## src/rtl/registrador_pkg.sv

```systemverilog
// Shared mode encoding for the universal shift register and its bench.
package registrador_pkg;

    localparam logic [1:0] MODO_HOLD  = 2'b00;
    localparam logic [1:0] MODO_DIR   = 2'b01;
    localparam logic [1:0] MODO_ESQ   = 2'b10;
    localparam logic [1:0] MODO_CARGA = 2'b11;

endpackage

```

## src/rtl/contador_palavra.sv

```systemverilog
// Counts serial shifts and pulses WordReady on each completed word.
module contador_palavra #(
    parameter int WIDTH = 4
) (
    input  logic                     Clock,
    input  logic                     Reset,
    input  logic                     Step,
    input  logic                     Clear,
    output logic [$clog2(WIDTH)-1:0] Count,
    output logic                     WordReady
);

    localparam int CNT_W = $clog2(WIDTH);
    localparam logic [CNT_W-1:0] ULTIMO = CNT_W'(WIDTH - 1);

    always_ff @(posedge Clock) begin
        if (Reset) begin
            Count     <= '0;
            WordReady <= 1'b0;
        end else if (Clear) begin
            Count     <= '0;
            WordReady <= 1'b0;
        end else if (Step) begin
            if (Count == ULTIMO) begin
                Count     <= '0;
                WordReady <= 1'b1;
            end else begin
                Count     <= Count + 1'b1;
                WordReady <= 1'b0;
            end
        end else begin
            WordReady <= 1'b0;
        end
    end

endmodule

```

## src/rtl/registrador_deslocamento_universal.sv

```systemverilog
// Parametrised universal shift register: hold, shift right/left, load,
// with a word counter for serial<->parallel conversion.
module registrador_deslocamento_universal
    import registrador_pkg::*;
#(
    parameter int WIDTH = 4
) (
    input  logic                     Clock,
    input  logic                     Reset,
    input  logic                     Enable,
    input  logic [1:0]               Mode,
    input  logic                     SerialInR,
    input  logic                     SerialInL,
    input  logic [WIDTH-1:0]         Data,
    output logic [WIDTH-1:0]         Q,
    output logic                     SerialOutR,
    output logic                     SerialOutL,
    output logic [$clog2(WIDTH)-1:0] Count,
    output logic                     WordReady
);

    logic step;
    logic clear;

    assign step  = Enable & (Mode[0] ^ Mode[1]);
    assign clear = Enable & (Mode == MODO_CARGA);

    always_ff @(posedge Clock) begin
        if (Reset) begin
            Q <= '0;
        end else if (Enable) begin
            unique case (Mode)
                MODO_HOLD:  Q <= Q;
                MODO_DIR:   Q <= {SerialInR, Q[WIDTH-1:1]};
                MODO_ESQ:   Q <= {Q[WIDTH-2:0], SerialInL};
                MODO_CARGA: Q <= Data;
            endcase
        end
    end

    assign SerialOutR = Q[0];
    assign SerialOutL = Q[WIDTH-1];

    contador_palavra #(
        .WIDTH(WIDTH)
    ) u_contador (
        .Clock    (Clock),
        .Reset    (Reset),
        .Step     (step),
        .Clear    (clear),
        .Count    (Count),
        .WordReady(WordReady)
    );

endmodule
```

## config.mk

```make
export PLATFORM = sky130hd
export DESIGN_NAME = registrador_deslocamento_universal
export DESIGN_NICKNAME = d
export VERILOG_FILES = /design/src/rtl/registrador_pkg.sv /design/src/rtl/contador_palavra.sv /design/src/rtl/registrador_deslocamento_universal.sv
export SDC_FILE = /design/constraint.sdc
export NUM_CORES = 1
export LEC_CHECK = 0
export CAP_MARGIN = 40
export CORE_AREA = 2 2 39 41
export DETAILED_ROUTE_END_ITERATION = 6
export DIE_AREA = 0 0 41 43
export PLACE_DENSITY_LB_ADDON = 0.08
export SKIP_CTS_REPAIR_TIMING = 1
export SLEW_MARGIN = 40
export SYNTH_ARGS = -nofsm -noshare
export SYNTH_HDL_FRONTEND = slang
export SYNTH_SLANG_ARGS = --single-unit
```

## constraint.sdc

```tcl
create_clock -name Clock -period 2.3 [get_ports Clock]
set_input_delay 0.46 -clock Clock [delete_from_list [all_inputs] [get_ports Clock]]
set_output_delay 0.46 -clock Clock [all_outputs]
set_load 0.005 [all_outputs]
```

* Yosys cells after proc, flatten, opt, wreduce, memory -nomap -nowiden
Index checks and enable logic that the tools add are counted.
** Storage, ports and cells
- Bits in registers :: 7
- Output and inout port bits :: 9
- Word-level logic and storage cells :: 20
** Cells by class
- $add $sub $neg :: 1
- Equality and inequality tests :: 4
- Mux-type cells :: 3
- Bitwise gates (word level) :: 5
- Reduce and logical (&&, ||, !) cells :: 4
** Operators with widths (number)
- $pmux 4 s3 :: 1
- $eq 2x2->1 const B :: 3
- $reduce_or 3->1 :: 1
- $add 2x1->2 const B :: 1
- $and 1x1->1 :: 2
- $eq 2x1->1 const B :: 1
- $logic_not 2->1 :: 1
- $mux 2 :: 1
- $not 1->1 :: 2
- $reduce_and 2->1 :: 1
- $reduce_or 2->1 :: 1
- $mux 1 :: 1
- $xor 1x1->1 :: 1

* Logic depth before layout (Yosys ltp)
Gate-level depths: netlist of run 1.
- Depth after elaboration :: 4
- Mapped depth :: 6
- Gate-level depth less buffers :: 5

* Cells and area by module
A second synthesis of run 1 with hierarchy kept.
** Second synthesis, totals
- Cell total of the unflattened synthesis :: 43
- Area total of the unflattened synthesis :: 405.4 sq um
** Modules (own cells, without submodules)
- registrador_deslocamento_universal :: times used 1, cells an instance 32, area each 281.5 sq um, sequential area each 80.1 sq um
- contador_palavra :: times used 1, cells an instance 11, area each 123.9 sq um, sequential area each 60.1 sq um

* Worst setup path after synthesis of run 1
Ideal clock, no wire load.
- Kind :: input to register
- Start :: input Mode[0]
- End :: register Q[2]
- Setup time :: 91 ps
- Data arrival time :: 1179 ps
- Required time :: 2209 ps
- Slack :: 1030 ps
- Cell stages on the path :: 5
- Path buffers :: 0
- Path through :: inv_1 > ha_1 > nor2_2 > nand2_1 > a311oi_1
** On the way
- Longest elaborated chain between the ends :: 3
- Elaborated cells on any way between the ends :: 7
** RTL lines
- from (decl) :: line registrador_deslocamento_universal.sv:11 : input logic [1:0] Mode,
- branches (longest 3 deep; another with $pmux 4 s3)
- to (signal assigned) :: line registrador_deslocamento_universal.sv:34 : MODO_DIR: Q <= {SerialInR, Q[WIDTH-1:1]};
- to (signal assigned) :: line registrador_deslocamento_universal.sv:35 : MODO_ESQ: Q <= {Q[WIDTH-2:0], SerialInL};
- to (signal assigned) :: line registrador_deslocamento_universal.sv:36 : MODO_CARGA: Q <= Data;
- to (decl) :: line registrador_deslocamento_universal.sv:15 : output logic [WIDTH-1:0] Q,
Parallel ways; which one is timed is not known.
A chain may end at the register's enable or synchronous reset.

* Final worst setup path of run 1
- Start :: input Mode[0]
- End :: register Q[1]
Same word-level chain as after synthesis.

==> summary.txt, run 1 <==
Run status
  • Status: completed

Synthesis
  • Post-synth EDFFs: 0
  • Synth Flop Type: dfxtp_1
  • Post-synth top area cell: dfxtp_1
  • Post-Synthesis Mean Instance Area: approximately 9 um^2
  • Post-synthesis sequential area ratio: 36.0%
  • Area contributors post-synth: dfxtp_1, ha_1, a22oi_1
  • Ys async rst share: 0%
  • Yosys cell types: 14
  • Seq cells post-synth: 7
  • YS warnings: 0
  • Syn_nets: 57
  • Post-Syn Area: between 300 and 400 um^2
  • Post-synth top area share: approximately 36%
  • Mapped Cells: 42

Worst setup path
  • Setup CP Type: in -> reg
  • Setup crit start: Mode[0]
  • Reg-to-reg endpoint: u_contador.Count[1]$_SDFFE_PP0P_
  • Worst r2r src: u_contador.Count[0]$_SDFFE_PP0P_
  • Endpoint class of the critical path: flop
  • CP Data Required Time: ~2.5 ns
  • R2R depth: 3
  • Startpoint Class: primary input
  • Critical path data arrival time: roughly 1.8 ns
  • Crit-path max FO: 5
  • Flop2flop setup slack: 1.36 ns

GRT
  • Grt met3 use: under 10%
  • Vias in the first global route: 326
  • Grt met2 use: 14.4%
  • Largest net degree at the start of global routing: 9
  • GRT busiest layer: met2
  • Aggregate global-route resource usage: roughly 11%
  • Initial antenna violation count: 0
  • Global-route wire length before repair: 1300 um
  • Gr ovfl total: 0
  • Met1 Usage GRT: ~14%

Clocking
  • Clk root buf: clkbuf_4
  • CTS Buf Count: 3
  • H-tree levels: 1
  • CTS Buffer Depth: 2
  • Sinks on Clock Net: 7
  • Worst-Skew Late Latency: 0.24 ns
  • CTS tree: yes
  • Clk slew on worst S/H paths: roughly 0.050 ns

STA
  • Max Freq: ~600 MHz
  • Worst-Margin Slew: around 0.25 ns
  • PnR worst setup slack: between 0.6 and 0.7 ns
  • Crit share post-route: a little over two thirds
  • Final setup viols: 0
  • Final Max Tran Viols: 0
  • Slew margin rel.: between 80% and 90%
  • Hold Vio Cnt, Final: 0
  • Setup_tns: 0 ns
  • Clk_skew: ~0.00034 ns
  • RSZ-0062 raised after global routing: no
  • Min Tclk post-route: between 1.5 and 2 ns

Drt
  • Detail Route Antenna Nets: 0
  • Via-to-Cell Ratio: around 4.7
  • Iter 0 DRT Violations: 4
  • # DRC: 0
  • DR pass1 iterations: 4
  • Vias: 370
  • Routed WL: around 780 um
  • Routed len/inst: around 10 um

Min path
  • Worst hold path type: reg -> reg
  • Hold Path End: Q[2]$_SDFFE_PP0P_
  • Hold Crit Start: Q[3]$_SDFFE_PP0P_
  • Hold Crit Depth: 2

Floorplanning
  • Core area: about 1400 um^2
  • Initial Util: between 20 and 30%
  • Die footprint: about 1800 um^2
  • Top-Level Pins: 20
  • Chip width: 41 um
  • Die Y: between 40 and 50 um
  • Row count: 14

Cells and area
  • P&R area growth vs syn: 54.0%
  • Share of layout cells above drive strength 1: 9.68%
  • Diode count: 0
  • Total Nets Final: 78

Run
  • Max_cap viols: 0

Pwr
  • PwrDens: roughly 530 nW/um^2
  • Max IR drop VDD: about 0.16 mV
  • Static Leak: ~0.24 nW

Place
  • DP Worst Slack: 0.411 ns
  • Hpwl dp: around 650 um
  • IO Port Bufs: 19
  • Routability cong.: ~0.72
[cell usage in the layout (no fill, tap or decap)]
master           netlist  layout
clkdlybuf4s50_1        0      19
a22oi_1                6       6
ha_1                   4       4
nor2_1                 7       7
and3b_2                1       1
nand2_1                4       4
dfxtp_1                7       7
a311oi_1               4       4
o21ai_0                1       1
nor2_2                 1       1
clkbuf_4               0       3
inv_1                  2       2
nor2b_4                1       1
and3b_1                1       1
clkbuf_1               0       1
[stage by stage]
stage / hold WS (ns) / total power [W] / area (um^2) / instances / utilization [%]
global placement: 0.517 / 0.000212 / 573 / 74 / 41.4
floorplan: 0.495 / 0.000173 / 389 / 42 / -
finish: 0.515 / 0.000318 / 599 / 78 / 43.3
global route: 0.551 / 0.000337 / 599 / 78 / 43.3
detailed placement: 0.511 / 0.000211 / 573 / 74 / 41.4
CTS: 0.519 / 0.000322 / 599 / 78 / 43.3
[area by class of cell]
cell class                      count  area [um^2]
Clock buffer                        4         26.3
Fill cell                         147          785
Inverter                            2         7.51
Multi-Input combinational cell     30          215
Sequential cell                     7          140
Tap cell                           16         20.0
Timing Repair Buffer               19          190
[synthesized netlist by cell type (2+ instances only)]
cell type / number
a311oi_1: 4
nand2_1: 4
dfxtp_1: 7
inv_1: 2
a22oi_1: 6
nor2_1: 7
ha_1: 4
buf_4: 2
[power by group]
group | total, W | leakage, nW | internal (W) | switching (W)
sequential | 0.000136 | 0.0574 | 0.000129 | 0.00000701
clock | 0.000110 | 0.0150 | 0.0000661 | 0.0000439
combinational | 0.0000720 | 0.170 | 0.0000456 | 0.0000264
total | 0.000318 | 0.242 | 0.000240 | 0.0000773
[sequential cells by signal, indices dropped and copies added, names as in the netlist]
register              cells
Q                         4
u_contador.Count          2
u_contador.WordReady      1
[worst max-delay path by stage]
stage	cells past startpoint	slack [ns]	to
after floorplan	5	1.03	Q[2]$_SDFFE_PP0P_
after global placement	6	0.46	Q[3]$_SDFFE_PP0P_
after detailed placement	6	0.41	Q[1]$_SDFFE_PP0P_
after CTS	6	0.67	Q[1]$_SDFFE_PP0P_
after global routing	6	0.56	Q[0]$_SDFFE_PP0P_
final	6	0.67	Q[1]$_SDFFE_PP0P_
[per-layer routing]
layer	part of all wire (%)	vias up	wire length, um
li1	-	191	-
met5	0	-	0
met2	46	13	360
met3	7.6	2	59
met4	1.7	0	13
met1	44	164	345
[critical path, stage by stage]
cell	delay [ns]
clkdlybuf4s50_1	0.48
inv_1	0.06
ha_1	0.26
nor2_2	0.18
nand2_1	0.07
a311oi_1	0.27
[kinds of logic (layout without fill, tap and decap cells)]
kind of cell	after synthesis	in the layout	synth area share [%]
and+or+nand+nor	15	15	20.6
AOI/OAI and AO/OA	11	11	21.9
DFF	7	7	36.0
buffers and inverters	5	25	8.68
adders and majority gates	4	4	12.9
Power figures use the tool's default switching activity.
==> run 2: changes to the inputs <==
clock period = 1.5 ns   (was 2.3 ns; I/O delays follow)
==> run 2 against run 1 <==
Sequential share of layout area down 0.72 points. Critical path depth shrank 5. Flip-flop and latch count unchanged. Clock power up 61%. Count of clock-buffer cells in the layout unchanged. Die area is the same. Non-clock buffer count up 2.
==> summary.txt, run 2 (synthesis gave the netlist of run 1 again) <==
GRT
  • Initial antenna violation count: 0 (unchanged)
  • Vias in the first global route: 300 (-8.0%)
  • Largest net degree at the start of global routing: 9 (unchanged)
  • Gr ovfl total: 0 (unchanged)
  • Global-route wire length before repair: 1320 um (+1.5%)
  • Aggregate global-route resource usage: 11.3% (+0.19 points)

Cells and area
  • Fillcell total: 144 (-2.0%)
  • Footprint of the multi-input gates: 228 um^2 (+5.8%)
  • Fin cells: 80 (+2.6%)
  • Total Nets Final: 80 (+2.6%)
  • Sequential Area: 143 um^2 (+1.8%)
  • P&R area growth vs syn: 61.7%
  • Share of layout cells above drive strength 1: 18.8% (+9.1 points)
  • Max FFs per register: 4 (unchanged)
  • Diode count: 0 (unchanged)
  • Highest-count cells in the layout ignoring fill and taps: clkdlybuf4s50_1, nor2_1, dfxtp_1, a22oi_1
  • Biggest regs: Q: 4 flops, u_contador.Count: 2 flops, u_contador.WordReady: 1 flops
  • Most common cell after layout, fill and taps aside: clkdlybuf4s50_1
  • Reg with most FFs: Q

Drt
  • Routed WL: 871 um (+12%)
  • Vias: 381 (+3.0%)
  • Detail Route Antenna Nets: 0 (unchanged)
  • # DRC: 0 (unchanged)
  • Routed len/inst: 10.9 um (+9.0%)
  • DR pass1 iterations: 3 (-1)
  • Via-to-Cell Ratio: 4.76 (+0.40%)
  • Iter 0 DRT Violations: 5 (+1)

Place
  • Placed Cells: 76 (+2.7%)
  • Hpwl dp: 664 um (+2.7%)
  • Routability cong.: 0.676 (-5.5%)
  • IO Port Bufs: 19 (unchanged)

Worst setup path
  • Worst setup endpoint: Q[2]
  • Critical path data arrival time: 1.14 ns (-0.64 ns)
  • Critical path buffers and inverters: 1 (-1)
  • Crit path max-delay family: buffers and inverters
  • Endpoint class of the critical path: primary output
  • Flop2flop setup slack: 0.56 ns (-0.80 ns)
  • R2R depth: 3 (unchanged)
  • CP Data Required Time: 1.20 ns (-1.25 ns)
  • CP peak stage delay: 0.52 ns (+0.04 ns)
  • Worst-path cell chain: clkdlybuf4s50_1
  • Worst r2r src: u_contador.Count[0]$_SDFFE_PP0P_
  • Slowest stage cell, crit path: clkdlybuf4s50_1
  • Reg-to-reg endpoint: u_contador.Count[1]$_SDFFE_PP0P_
  • Setup crit start: Q[2]$_SDFFE_PP0P_
  • Startpoint Class: flop
  • WP depth: 1 (-5)
  • Setup CP Type: reg -> out
  • Crit-path max FO: 4 (-1)

STA
  • Max Freq: 694 MHz
  • Slew margin rel.: 82.2% (-1.2 points)
  • Worst-Margin Slew: 0.266 ns (+0.0204 ns)
  • Crit share post-route: approximately 96%
  • Hold WS: 0.515 ns (-0.0000200 ns)
  • Min Tclk post-route: 1.44 ns
  • Clk_skew: 0.00203 ns (+0.00169 ns)
  • Final setup viols: 0 (unchanged)
  • Hold Vio Cnt, Final: 0 (unchanged)
  • RSZ-0062 raised after global routing: yes
  • Final Max Tran Viols: 0 (unchanged)

Clocking
  • H-tree levels: 1 (unchanged)
  • Clk root buf: clkbuf_4
  • Clk slew on worst S/H paths: 0.05 ns (about the same)
  • CTS Buffer Depth: 2 (unchanged)
  • Worst-Skew Late Latency: 0.25 ns (about the same)
  • CTS tree: yes
  • CTS Buf Count: 3 (unchanged)
  • Sinks on Clock Net: 7 (unchanged)

Pwr
  • Max IR drop VDD: 0.427 mV (+160%)
  • Static Leak: 0.254 nW (+4.7%)
  • PwrDens: 805 nW/um^2 (+52%)
  • Total design power: 0.000506 W (+59%)

Floorplanning
  • Row count: 14 (unchanged)
  • Top-Level Pins: 20 (unchanged)
  • Die Y: 43 um (unchanged)
  • Chip width: 41 um (unchanged)
  • Die footprint: 1760 um^2 (unchanged)
  • Core area: 1380 um^2 (unchanged)
  • Initial Util: 28.1% (unchanged)

Min path
  • Worst hold path type: reg -> reg

Run
  • Max_cap viols: 0 (unchanged)

Run status
  • Status: completed
[run 2: cell types whose count changed in the layout (fill, tap and decap cells not counted), sizes merged]
cell	before	now
buf	0	2
[run 2: tightest hold or removal path: cells and delay by family (launching register included)]
kind | cells | cell delay, ns
AOI/OAI and AO/OA | 1 | 0.08
DFF | 1 | 0.33
and+or+nand+nor | 1 | 0.06
[run 2: per-stage QoR]
stage                     worst slack (ns)  TNS, ns  util (%)  area [um^2]
after floorplan                      0.390        0         -          389
after detailed placement            -0.180    -1.15      42.5          588
after CTS                           0.0114        0      44.4          614
after global routing               -0.0169  -0.0302      45.5          629
after global placement              -0.195    -1.11      42.5          588
final                               0.0594        0      45.5          629
[run 2: per-layer routing]
| layer | vias up | part of all wire [%] | global-route usage (%) |
|---|---|---|---|
| met5 | - | 0 | 0 |
| met4 | 0 | 0 | 4.00 |
| met3 | 0 | 8.0 | 7.85 |
| met2 | 15 | 44 | 14.1 |
| met1 | 172 | 48 | 15.1 |
| li1 | 194 | - | - |
[run 2: how the worst min path moves through the flow]
stage / cells past startpoint / endpoint / startpoint
after floorplan: 1 / Q[0]$_SDFFE_PP0P_ / Reset
after global placement: 2 / Q[0]$_SDFFE_PP0P_ / Q[1]$_SDFFE_PP0P_
after detailed placement: 2 / Q[0]$_SDFFE_PP0P_ / Q[1]$_SDFFE_PP0P_
after CTS: 2 / Q[2]$_SDFFE_PP0P_ / Q[3]$_SDFFE_PP0P_
after global routing: 2 / Q[0]$_SDFFE_PP0P_ / Q[0]$_SDFFE_PP0P_
final: 2 / Q[2]$_SDFFE_PP0P_ / Q[3]$_SDFFE_PP0P_
[run 2: report_power, final]
| part | total [W] | switching [W] | leakage, nW | internal, W |
|---|---|---|---|---|
| clock network | 0.000177 | 0.0000748 | 0.0150 | 0.000102 |
| logic | 0.000120 | 0.0000447 | 0.181 | 0.0000756 |
| registers | 0.000209 | 0.0000112 | 0.0582 | 0.000198 |
[run 2: area by class of cell]
type	count	area share (%)
clock buffer	4	4.17
tap	16	3.18
sequential	7	22.7
inverter	2	1.19
timing repair buffer	21	32.6
multi-input combinational	30	36.2
==> run 3: changes to the inputs <==
CAP_MARGIN = unset   (was 40)
==> results of run 3 <==
The final DEF is identical to that of run 2; final timing and power are the same.
